--- src/rtl/hazard_pkg.sv ---
// hazard_pkg: shared multiply-sequencer state type and latency constants
package hazard_pkg;
  typedef enum logic [1:0] {IDLE, BUSY, WB} mul_state_t;
  localparam int MUL_LAT_DEF = 4;
  localparam int CNT_W = 4;
endpackage

--- src/rtl/mul_sequencer.sv ---
// mul_sequencer: tracks one in-flight multiply and raises its write-back pulse MUL_LAT cycles after start
module mul_sequencer
  import hazard_pkg::*;
#(
  parameter int DATA_WIDTH = 5,
  parameter int MUL_LAT = MUL_LAT_DEF
) (
  input  logic                  clk,
  input  logic                  rst,
  input  logic                  E_IsMul,
  input  logic [DATA_WIDTH-1:0] E_Rd,
  output mul_state_t            state,
  output logic                  Mul_Start,
  output logic                  Mul_Busy,
  output logic                  W_RegMul,
  output logic [DATA_WIDTH-1:0] W_Rd_Mul
);
  logic [CNT_W-1:0] cnt, cnt_nx;
  mul_state_t state_nx;
  always_ff @(posedge clk or posedge rst)
    if (rst) begin
      state    <= IDLE;
      cnt      <= '0;
      W_Rd_Mul <= '0;
    end else begin
      state <= state_nx;
      cnt   <= cnt_nx;
      if (Mul_Start) W_Rd_Mul <= E_Rd;
    end
  // cnt counts down to zero and holds there; only IDLE reloads it
  always_comb begin
    Mul_Start = (state == IDLE) && E_IsMul && !rst;
    Mul_Busy  = state != IDLE;
    W_RegMul  = state == WB;
    state_nx  = state == IDLE ? (Mul_Start ? BUSY : IDLE)
              : state == BUSY ? (cnt == '0 ? WB : BUSY) : IDLE;
    cnt_nx    = Mul_Start ? CNT_W'(MUL_LAT - 2)
              : (state == BUSY && cnt != '0) ? cnt - 4'd1 : cnt;
  end
endmodule

--- src/rtl/hazard_scheduler.sv ---
// hazard_scheduler: decode-stage stall/flush generation for load-use, decode-branch and multiplier hazards
module hazard_scheduler
  import hazard_pkg::*;
#(
  parameter int DATA_WIDTH = 5,
  parameter int MUL_LAT = MUL_LAT_DEF
) (
  input  logic                  clk,
  input  logic                  rst,
  input  logic [DATA_WIDTH-1:0] D_Rs1,
  input  logic [DATA_WIDTH-1:0] D_Rs2,
  input  logic [DATA_WIDTH-1:0] D_Rd,
  input  logic                  D_UseRs2,
  input  logic                  D_Branch,
  input  logic                  D_RegWrite,
  input  logic                  D_IsMul,
  input  logic [DATA_WIDTH-1:0] E_Rd,
  input  logic                  E_RegWrite,
  input  logic                  E_MemRead,
  input  logic                  E_IsMul,
  input  logic [DATA_WIDTH-1:0] M_Rd,
  input  logic                  M_MemRead,
  output logic                  Stall_PC,
  output logic                  Stall_IFID,
  output logic                  Flush_IDEX,
  output logic                  Mul_Start,
  output logic                  Mul_Busy,
  output logic                  W_RegMul,
  output logic [DATA_WIDTH-1:0] W_Rd_Mul
);
  mul_state_t state;
  logic e_hit, m_hit, w_hit, stall;
  mul_sequencer #(.DATA_WIDTH(DATA_WIDTH), .MUL_LAT(MUL_LAT)) u_seq (
    .clk(clk), .rst(rst), .E_IsMul(E_IsMul), .E_Rd(E_Rd), .state(state),
    .Mul_Start(Mul_Start), .Mul_Busy(Mul_Busy), .W_RegMul(W_RegMul), .W_Rd_Mul(W_Rd_Mul)
  );
  // register 0 is hardwired, so a zero destination never matches
  always_comb begin
    e_hit = E_Rd != '0 && (E_Rd == D_Rs1 || (D_UseRs2 && E_Rd == D_Rs2));
    m_hit = M_Rd != '0 && (M_Rd == D_Rs1 || (D_UseRs2 && M_Rd == D_Rs2));
    w_hit = W_Rd_Mul != '0 && (W_Rd_Mul == D_Rs1 || (D_UseRs2 && W_Rd_Mul == D_Rs2));
    stall = (E_MemRead && e_hit)
         || (D_Branch && E_RegWrite && e_hit)
         || (D_Branch && M_MemRead && m_hit)
         || (D_IsMul && Mul_Busy)
         || (state == BUSY && w_hit)
         || (state == BUSY && D_RegWrite && D_Rd == W_Rd_Mul && D_Rd != '0);
    Stall_PC   = stall;
    Stall_IFID = stall;
    Flush_IDEX = stall;
  end
endmodule

--- config.mk ---
export PLATFORM = sky130hd
export DESIGN_NAME = hazard_scheduler
export DESIGN_NICKNAME = d
export VERILOG_FILES = /design/src/rtl/hazard_pkg.sv /design/src/rtl/mul_sequencer.sv /design/src/rtl/hazard_scheduler.sv
export SDC_FILE = /design/constraint.sdc
export NUM_CORES = 1
export LEC_CHECK = 0
export CELL_PAD_IN_SITES_DETAIL_PLACEMENT = 2
export CELL_PAD_IN_SITES_GLOBAL_PLACEMENT = 2
export CORE_ASPECT_RATIO = 0.5
export CORE_MARGIN = 5
export CORE_UTILIZATION = 22
export CTS_CLUSTER_DIAMETER = 120
export CTS_CLUSTER_SIZE = 40
export DETAILED_ROUTE_END_ITERATION = 6
export PLACE_DENSITY = 0.8
export SLEW_MARGIN = 25
export SYNTH_ARGS = -nofsm -noshare
export SYNTH_HDL_FRONTEND = slang
export SYNTH_SLANG_ARGS = --single-unit
--- constraint.sdc ---
create_clock -name clk -period 2.68 [get_ports clk]
set_input_delay 0.536 -clock clk [delete_from_list [all_inputs] [get_ports clk]]
set_output_delay 0.536 -clock clk [all_outputs]
set_load 0.03 [all_outputs]
# Word level (Yosys, flattened, before mapping)
# Cells that the tools add are included.
[op_classes]
addsub = 1
mul = 0
div_mod_pow = 0
n_lt_le_gt_ge = 0
eq_ne = 9
shift = 0
muxes = 6
n_bitwise = 0
n_reduce_logical = 37
[ops]
columns = ["operator", "count"]
rows = [
  ["equality test 5 bit", 7],
  ["nonzero test 5 bit", 4],
  ["logical AND 1 bit", 19],
  ["logical OR 1 bit", 8],
  ["two-way mux 4 bit", 2],
  ["two-way mux 2 bit", 3],
  ["logical NOT 4 bit", 1],
  ["nonzero test 2 bit", 2],
  ["nonzero test 4 bit", 1],
  ["subtractor 4 x 1 -> 4 bit, second input constant", 1],
  ["equality test 2 x 1 -> 1 bit, second input constant", 1],
  ["equality test 2 bit, second input constant", 1],
  ["logical NOT 2 bit", 1],
  ["logical NOT 1 bit", 1],
  ["two-way mux 1 bit", 1],
]
[word_totals]
reg_bits = 11
latch_bits = 0
ram_bits = 0
rom_bits = 0
inputBits = 35
output_inout_bits = 11
word_cells = 56
mem_count = 0

# Longest topological paths before layout
[depth]
ltp_word = 10
depth_mapped = 7
ltp_nobuf = 7

# Hierarchy
# From an unflattened synthesis, not the netlist that was laid out.
[unflattened]
hier_cells = 111
hier_area_um2 = 1044.8
[by_module_without_submodules]
columns = ["module", "instances", "cells_each", "area_each_um2", "seq_area_each_um2"]
rows = [
  ["mul_sequencer", 1, 44, 546.8, 275.3],
  ["hazard_scheduler", 1, 67, 498.0, 0.0],
]

# Worst setup path before layout
# No wires, ideal clock.
[synth_path]
kind = "register -> output"
startpoint = "reg u_seq.W_Rd_Mul[0]"
endpoint = "out Stall_IFID"
arrival_ps = 2216
t_required_ps = 2144
path_slack_ps = -72
path_stages_with_launch = 6
path_buffers = 1
path_cell_list = "dfrtp_1 > or4_4 > o21ai_1 > a21oi_1 > or4_1 > buf_4"
[synth_via]
elab_chain_cells = 7
word_cells_on_any_way = 12
[synth_rtl]
columns = ["item", "line_no", "rtl"]
rows = [
  ["start: declaration", "mul_sequencer.sv:16", "output logic [DATA_WIDTH-1:0] W_Rd_Mul"],
  ["start signal: assignment", "mul_sequencer.sv:28", "if (Mul_Start) W_Rd_Mul <= E_Rd;"],
  ["equality test 5 bit", "hazard_scheduler.sv:41", "w_hit = W_Rd_Mul != '0 && (W_Rd_Mul == D_Rs1 || (D_UseRs2 && W_Rd_Mul == D_Rs2));"],
  ["logical AND 1 bit", "hazard_scheduler.sv:41", ""],
  ["logical OR 1 bit", "hazard_scheduler.sv:41", ""],
  ["logical AND 1 bit", "hazard_scheduler.sv:41", ""],
  ["logical AND 1 bit", "hazard_scheduler.sv:46", "|| (state == BUSY && w_hit)"],
  ["logical OR 1 bit", "hazard_scheduler.sv:46", ""],
  ["logical OR 1 bit (*)", "hazard_scheduler.sv:47", "|| (state == BUSY && D_RegWrite && D_Rd == W_Rd_Mul && D_Rd != '0);"],
  ["end: declaration", "hazard_scheduler.sv:24", "output logic Stall_IFID,"],
]
# Every way passes the cells marked *; elsewhere a longest branch is shown, timed or not.

# Worst setup path after layout
[layout_path]
startpoint = "reg u_seq.W_Rd_Mul[3]"
endpoint = "out Stall_IFID"
# The elaborated chain is that of the path after synthesis.

==> summary.txt <==
Outcome
  – Outcome: complete, no violations

GRT
  – Overflow after GRT: 0
  – Total track usage: 0.163
  – First-pass GRT wire length: 7.04 mm
  – Largest net degree at the start of global routing: 12
  – Antenna violations before repair: 0
  – Vias in the first global route: roughly 1,200

Pwr
  – Power Density: slightly below 900 mW/mm2
  – Peak supply drop: 0.318 mV
  – Pleak: ~0.75 nW
  – Total power: roughly 1.5 mW
  – Comb pwr share: 0.669
  – P_sw: 676 uW
  – Power Internal: 815 uW
  – Sw frac: 0.453
  – Clk pwr share: 0.110
  – Flop pwr share: 0.221

Critical path
  – Max stage delay on crit path: 0.57 ns
  – Data required time at the worst endpoint: 2.14 ns
  – Worst Setup Start Kind: flip-flop
  – Worst path arrival time: ~2.1 ns
  – Crit path buf inv count: 1
  – Crit path top cell by count: or4_4
  – Crit-path cells: or4_4 -> a21oi_2 -> o2bb2ai_1 -> or4_4 -> buf_6
  – Crit Path Max Fanout: 3
  – CP delay by family, top: simple AND/OR/NAND/NOR gates
  – CP max-delay cell: or4_4
  – CP Capture Type: output pin
  – Critical path type: reg2out

Routing
  – Overall routed net length: between 4 and 5 mm
  – Wire per inst: about 21 um
  – Met2 Routed Length: between 2 and 2.5 mm
  – DRC viols: 0
  – Max layer used: met4
  – WL met3: about 54 um
  – Drt initial violations: 26
  – DRT Pass-1 Iters: 3
  – Met1 wire length: 2.26 mm
  – Number of vias per cell: 4.59
  – Post-DRT Antenna Nets: 0
  – Vias post-DR: between 1,000 and 1,500

STA
  – Setup-failing EPs final: 0
  – Slew margin rel.: 0.673
  – Setup Skew: 0.00373 ns
  – Worst-margin pin slew: 0.489 ns
  – FMAX: 377 MHz
  – Unrepaired setup endpoints after global routing: yes
  – Min Tclk post-route: around 2.7 ns
  – Final hold vios: 0
  – Max Slew Vio Count: 0
  – Period utilisation layout: 0.990

Synthesis
  – Dominant synthesized flop cell: dfrtp_1
  – Avg Cell Area, Syn: roughly 9 um2
  – Mapped Area: ~960 um2
  – Post-synth top area share: 0.287
  – Number of synthesized register bits: 11
  – Area leader, netlist: dfrtp_1
  – Synth Instances: ~100
  – Most frequent cells after synthesis: 25 x xor2_1, 12 x xnor2_1, 11 x dfrtp_1
  – Area contributors post-synth: dfrtp_1 29%, xor2_1 23%, xnor2_1 11%, mux2_2 5.9%, nand3_1 3.7%
  – Most numerous cell in the Yosys netlist: xor2_1
  – Asr flop ratio synth: 1.00
  – Post-synth EDFFs: 0
  – Yosys warnings: 0
  – Syn_nets: 140
  – Distinct cell type count after synthesis: 28
  – Register area share after synthesis: 0.287

Clocking
  – H-tree levels: 1
  – Max clock buf depth: 2
  – CTS tree: yes
  – Reg clk slew, reported paths: about 0.050 ns
  – Clock Latency Late Sink: 0.24 ns
  – Root Buffer: clkbuf_8
  – CTS Buf Count: 3
  – CTS Hold Buffers Added: 0
  – Clk sinks: 11

Die
  – Row cnt: 16
  – IO Pins: 46
  – DIE WIDTH: 103 um
  – Die area: 0.00586 mm2
  – Chip height: ~57 um
  – Initial Util: 0.237
  – Core footprint: 0.00404 mm2

Cells and area
  – Finished Cell Area: between 0.0015 and 0.002 mm2
  – Syn-to-layout area delta: 78.7%
  – Share of layout cells above drive strength 1: 0.316
  – Finished Layout Cells: ~230
  – Nets: 211
  – Antenna diodes: 0

Place
  – Gpl congestion: 0.760
  – Number of I/O port buffers: 45
  – Placed Area: 0.00162 mm2
  – Dpl hpwl: around 3.7 mm
  – Placed cells: about 220

Min path
  – HP Class: reg2reg

Flow run
  – Max Cap Viol: 0
placed cells by master, fill, tap and decap left out, drive strengths merged:
cell type / netlist / layout
buf: 3 / 29
xor2: 25 / 25
clkdlybuf4s50: 0 / 19
dlygate4sd2: 0 / 13
xnor2: 12 / 12
dfrtp: 11 / 11
nand3: 7 / 7
clkbuf: 0 / 7
nor2: 6 / 6
mux2: 5 / 5
or4: 4 / 4
nor3: 4 / 4
a21oi: 4 / 4
nor4: 4 / 4
inv: 3 / 3
clkdlybuf4s15: 0 / 3
nor2b: 2 / 2
nor3b: 2 / 2
dlymetal6s2s: 0 / 2
or3b: 1 / 1
nand2: 1 / 1
or2: 1 / 1
a211o: 1 / 1
nand2b: 1 / 1
a211oi: 1 / 1
o21ai: 1 / 1
and2: 1 / 1
nand4: 1 / 1
o2bb2ai: 1 / 1
o211ai: 1 / 1
ha: 1 / 1
logic make-up (layout without fill, tap and decap cells):
kind of cell    Yosys count  count (layout)  synth area share
xor+xnor                 37              37             0.338
simple gates             35              35             0.210
flops                    11              11             0.287
compound gates            9               9            0.0601
buf+inv                   6              76            0.0326
mux                       5               5            0.0587
fa+ha+maj                 1               1            0.0131
per-layer routing:
| metal | vias to the layer above | global-route usage |
|---|---|---|
| met5 | - | 0 |
| met4 | 0 | 0.0590 |
| met3 | 6 | 0.0198 |
| met2 | 11 | 0.261 |
| met1 | 530 | 0.224 |
| li1 | 500 | - |
power groups by stage:
stage          combinational (mW)  clock (mW)  sequential (mW)
6_report                    0.997       0.164            0.330
3_3_place_gp                0.908           0            0.314
4_1_cts                     0.967       0.169            0.323
3_5_place_dp                0.953           0            0.325
2_1_floorplan               0.449           0            0.416
5_1_grt                      1.06       0.185            0.337
state kept, by name, summed over array words and instances, names as in the netlist:
| name | count |
|---|---|
| u_seq.cnt | 4 |
| u_seq.W_Rd_Mul | 5 |
| u_seq.state | 2 |
through the flow:
| step | util | hold slack, ns | TNS, ns | worst slack (ns) |
|---|---|---|---|---|
| after global routing | 0.424 | 0.516 | -0.104 | -0.0359 |
| after floorplan | - | 0.388 | 0 | 0.0759 |
| after detailed placement | 0.401 | 0.486 | -2.36 | -0.788 |
| final | 0.424 | 0.490 | 0 | 0.0266 |
| after CTS | 0.420 | 0.487 | 0 | 0.000836 |
| after global placement | 0.401 | 0.449 | -2.08 | -0.695 |
worst paths after layout:
path | start | to | slack (ns) | depth (start not counted)
max | u_seq.W_Rd_Mul[3]$_DFFE_PP0P_ | Stall_IFID | 0.03 | 5
min | u_seq.state[1]$_DFF_PP0_ | u_seq.state[1]$_DFF_PP0_ | 0.49 | 1
max reg2reg | u_seq.state[0]$_DFF_PP0_ | u_seq.W_Rd_Mul[0]$_DFFE_PP0P_ | 0.84 | 4
min reg2reg | u_seq.state[1]$_DFF_PP0_ | u_seq.state[1]$_DFF_PP0_ | 0.49 | 1
max in group asynchronous | rst | u_seq.cnt[1]$_DFFE_PP0P_ | 1.72 | 2
min in group asynchronous | rst | u_seq.state[1]$_DFF_PP0_ | 0.66 | 2
final cells by class:
type	count	area, um2
fill	448	2330
sequential	11	275
clock buffer	4	45.0
multi-input combinational	87	708
tap	54	67.6
timing repair buffer	69	606
inverter	3	11.3
timing repair:
| item | CTS | global route |
|---|---|---|
| setup endpoints to repair | 3 | 3 |
| pin swaps | 13 | 11 |
| resized for setup | 61 | 7 |
| setup buffers | 0 | 2 |
Power figures use the tool's default switching activity.
